===== src/rtl/fifo_width_pack_bridge.sv =====
// fifo_width_pack_bridge
// Drains narrow words from a show-ahead upstream FIFO and packs RATIO of them
// into one wide word written to a downstream FIFO. Lane 0 holds the first word
// of a packet. A flush pulse emits a partially filled word, with the lane count
// reported on out_wcount and unused upper lanes zeroed.
module fifo_width_pack_bridge #(
  parameter int IN_WIDTH = 8,
  parameter int RATIO    = 4,
  localparam int CNTW    = $clog2(RATIO + 1)
) (
  input  logic                        wclk,
  input  logic                        rrst,
  input  logic [IN_WIDTH-1:0]         in_rdata,
  input  logic                        in_rempty,
  output logic                        in_re,
  output logic [IN_WIDTH*RATIO-1:0]   out_wdata,
  output logic [CNTW-1:0]             out_wcount,
  output logic                        out_we,
  input  logic                        out_wfull,
  input  logic                        flush,
  output logic                        busy
);

  localparam int IDXW = $clog2(RATIO);
  localparam int OUTW = IN_WIDTH * RATIO;

  logic [IDXW-1:0]     idx;
  logic                flush_pend;
  logic [IN_WIDTH-1:0] pack [RATIO];

  logic                wr_done;
  logic                out_free;
  logic                last_lane;
  logic                acc;
  logic                flush_req;
  logic                has_data;
  logic                load;
  logic [CNTW-1:0]     fill;
  logic [OUTW-1:0]     next_word;

  // A held word at the last lane must stall the upstream read, otherwise the
  // final lane would have nowhere to go.
  assign wr_done   = out_we & ~out_wfull;
  assign out_free  = ~out_we | wr_done;
  assign last_lane = (idx == IDXW'(RATIO - 1));
  assign in_re     = ~rrst & ~in_rempty & ~(last_lane & out_we & out_wfull);
  assign acc       = in_re & ~in_rempty;
  assign flush_req = flush | flush_pend;
  assign has_data  = (idx != '0) | acc;

  // A last-lane accept always finds the register free (in_re guarantees it),
  // so a full packet and a flushed partial word share one load path.
  assign load      = (acc & last_lane) | (flush_req & has_data & out_free);
  assign fill      = CNTW'(idx) + CNTW'(acc);
  assign busy      = (idx != '0) | out_we | flush_pend;

  // Assemble the word to load: stored lanes below idx, the word being accepted
  // this cycle at lane idx, zeros above.
  always_comb begin
    next_word = '0;
    for (int l = 0; l < RATIO; l++) begin
      if (l < int'(idx)) begin
        next_word[l*IN_WIDTH +: IN_WIDTH] = pack[l];
      end else if (acc && (l == int'(idx))) begin
        next_word[l*IN_WIDTH +: IN_WIDTH] = in_rdata;
      end
    end
  end

  // Lane index, pack register, pending flush and output register update.
  always_ff @(posedge wclk or posedge rrst) begin
    if (rrst) begin
      idx        <= '0;
      flush_pend <= 1'b0;
      out_we     <= 1'b0;
      out_wdata  <= '0;
      out_wcount <= '0;
      for (int l = 0; l < RATIO; l++) begin
        pack[l] <= '0;
      end
    end else if (load) begin
      out_wdata  <= next_word;
      out_wcount <= fill;
      out_we     <= 1'b1;
      idx        <= '0;
      flush_pend <= 1'b0;
    end else begin
      if (wr_done) begin
        out_we <= 1'b0;
      end
      if (acc) begin
        pack[idx] <= in_rdata;
        idx       <= idx + IDXW'(1);
      end
      if (flush_req && !has_data) begin
        flush_pend <= 1'b0;
      end else if (flush) begin
        flush_pend <= 1'b1;
      end
    end
  end

endmodule

===== config.mk =====
export PLATFORM = sky130hd
export DESIGN_NAME = fifo_width_pack_bridge
export DESIGN_NICKNAME = d
export VERILOG_FILES = /design/src/rtl/fifo_width_pack_bridge.sv
export SDC_FILE = /design/constraint.sdc
export NUM_CORES = 1
export LEC_CHECK = 0
export ABC_AREA = 1
export CAP_MARGIN = 10
export CORE_ASPECT_RATIO = 0.7
export CORE_MARGIN = 10
export CORE_UTILIZATION = 59
export CTS_BUF_LIST = sky130_fd_sc_hd__clkbuf_4 sky130_fd_sc_hd__clkbuf_8
export CTS_CLUSTER_SIZE = 14
export DETAILED_ROUTE_END_ITERATION = 12
export PLACE_DENSITY_LB_ADDON = 0.08
export SLEW_MARGIN = 5
export SYNTH_ARGS = -nofsm -noshare
export SYNTH_HDL_FRONTEND = slang
export SYNTH_SLANG_ARGS = --single-unit

===== constraint.sdc =====
create_clock -name wclk -period 4 [get_ports wclk]
set_clock_uncertainty 0.1 [all_clocks]
set_input_delay 0.8 -clock wclk [delete_from_list [all_inputs] [get_ports wclk]]
set_output_delay 0.8 -clock wclk [all_outputs]
set_load 0.01 [all_outputs]

==> impl_metrics.json <==
{
  "path_clk_slew_ps": 60,
  "post_cts_buffers": 0,
  "fin_crit_ps": 3250,
  "syn_avg_cell_area_um2": 8.05,
  "mostFrequentLayoutCells": "nand2_1 (191), dfrtp_1 (63), clkdlybuf4s50_1 (50)",
  "end_kind": "primary output",
  "rsz0062_at_grt": "false",
  "portBuffers": 50,
  "synth_nets": 397,
  "grt_pass1_vias": 2480,
  "gp_congestion": 0.810,
  "io_pins": 51,
  "arrival_ps": 2350,
  "placed_area_um2": 3550,
  "ys_seq_area_frac": 0.520,
  "design_area_um2": 3720,
  "dp_slack_ps": 877,
  "r2r_cells": 10,
  "synth_area_leaders": "dfrtp_1 (52%), nand2_1 (24%), nand3_1 (7.1%)",
  "antenna_found_initial": 0,
  "h-tree-depth": 3,
  "synth-seq-cells": 63,
  "synth_top_area_frac": 0.520,
  "clkSinkCount": 63,
  "cts_max_path_buffers": 2,
  "ant_nets": 0,
  "fp-row-count": 21,
  "fin_crit_sh": 0.813,
  "wire_per_inst_um": 15.5,
  "vias": 2720,
  "grt_pass1_wl_um": 13000,
  "setup-tns-final_ps": 0,
  "hold_depth": 2,
  "max_freq_ghz": 0.307,
  "initial_core_util": 0.621,
  "hold_buffers": 0,
  "p_leak_nw": 2.01,
  "path_max_fanout": 14,
  "max_stage_delay_ps": 530,
  "route.detailed.drc": 0,
  "yosys_warnings": 0,
  "slew_headroom": 0.478,
  "report.final.slew_viol_count": 0,
  "hold_class": "reg -> reg",
  "synth.largest_area_cell": "dfrtp_1",
  "crit_buf_inv": 4,
  "finalPower_mw": 2.41,
  "critPathTopFamily": "buffers and inverters",
  "syn_inst": 377,
  "drtPass1Iterations": 4,
  "cts-root-buf": "clkbuf_8",
  "drt_iter0_markers": 285,
  "worst-path-stages": 7,
  "status": "finished clean",
  "final_common_cell": "nand2_1",
  "die_h_um": 80,
  "max_cap_violations": 0,
  "core_um2": 4890,
  "grt_max_degree": 64,
  "totalWireLength_um": 7680,
  "track_usage": 0.192,
  "cts_tree": "built",
  "p_per_area_nw_per_um2": 649,
  "cp-start-kind": "flop",
  "hold_viol": 0,
  "fp.dieW_um": 106,
  "tightest_slew_ps": 783,
  "num_antenna_cells": 0,
  "worstSetupPathType": "reg -> out",
  "worst_ir_drop_vdd_mv": 0.321,
  "syn_to_final_growth_pct": 22.6,
  "post-route-worst-setup-slack_ps": 748,
  "synth_cell_type_count": 18,
  "required_ps": 3100,
  "nNetsFinal": 445,
  "crit_path_cell_trace": "buf_4 > clkinv_1 > ha_1 > inv_2 > nor2_1 > nand2_1 > clkdlybuf4s50_1",
  "crit_slowest_cell": "clkdlybuf4s50_1",
  "synth.cell_area_um2": 3030,
  "clkLatencyLatePin_ps": 350,
  "layout-drive-gt1-share": 0.0796,
  "grt_overflow": 0,
  "vias_per_cell": 5.48,
  "post_cts_resized": 0,
  "hpwl_um": 5070,
  "setup_viol": 0,
  "post-route-util": 0.761,
  "cts_inserted_buffers": 9,
  "dieArea_um2": 8460
}
==> metrics by stage <==
step / std cells / hold WS [ps]
finish: 496 / 371
global route: 496 / 385
floorplan: 377 / 342
global placement: 483 / 353
CTS: 496 / 373
detailed placement: 483 / 358
==> path summary, 6_finish.rpt <==
kind,startpoint,endpoint,slack (ps)
max,idx[1]$_DFFE_PP0P_,busy,750
min,out_wdata[31]$_DFFE_PP0P_,out_wdata[31]$_DFFE_PP0P_,370
max in group asynchronous,rrst,out_wdata[0]$_DFFE_PP0P_,2350
max reg2reg,idx[1]$_DFFE_PP0P_,pack[30]$_DFFE_PP0P_,1460
min reg2reg,out_wdata[31]$_DFFE_PP0P_,out_wdata[31]$_DFFE_PP0P_,370
min in group asynchronous,rrst,out_we$_DFFE_PP0P_,930
==> Yosys cell counts (all sizes together) <==
master    n
nand2   194
nand3    47
dfrtp    63
or2       1
nand4    27
ha        7
buf      18
nor2      5
clkinv    1
inv      13
clkbuf    1
==> state kept, by name (all words and copies together), names as in the netlist <==
signal / flops
out_wdata: 32
out_we: 1
flush_pend: 1
pack: 24
idx: 2
out_wcount: 3
==> cells by family (layout without fill, tap and decap cells) <==
logic type | Yosys count | in the layout | share of synthesized area
AND/OR/NAND/NOR | 274 | 274 | 0.396
flip-flops | 63 | 63 | 0.520
buffers and inverters | 33 | 83 | 0.0553
adder cells (fa/ha/maj) | 7 | 7 | 0.0289
==> layer usage <==
metal | track usage | share of wire
met5 | 0 | 0
met4 | 0.0580 | 0.016
met3 | 0.0790 | 0.10
met2 | 0.274 | 0.43
met1 | 0.259 | 0.45
==> cell type report <==
type / instances / area (um^2)
fill: 375 / 1170
inverter: 14 / 52.6
tap: 69 / 86.3
multi-input combinational: 281 / 1290
clock buffer: 12 / 165
timing repair buffer: 56 / 546
sequential: 63 / 1580
clock inverter: 1 / 5.00
==> worst reg2reg max path, cell delays in order (launching register included) <==
cell and delay (ps):
dfrtp_1 320, buf_4 200, ha_1 280, nand3_2 120
nand2_4 120, nand2_1 100, nand3_2 80, buf_4 470
nand3_1 390, nand2_1 160, nand2_1 80
==> power breakdown <==
group	switching (mW)	total (mW)	internal (mW)	leakage, nW
clock network	0.231	0.495	0.264	0.0902
registers	0.132	1.00	0.867	0.833
logic	0.537	0.920	0.383	1.08
Note: power is estimated with default switching activity, not from simulation.
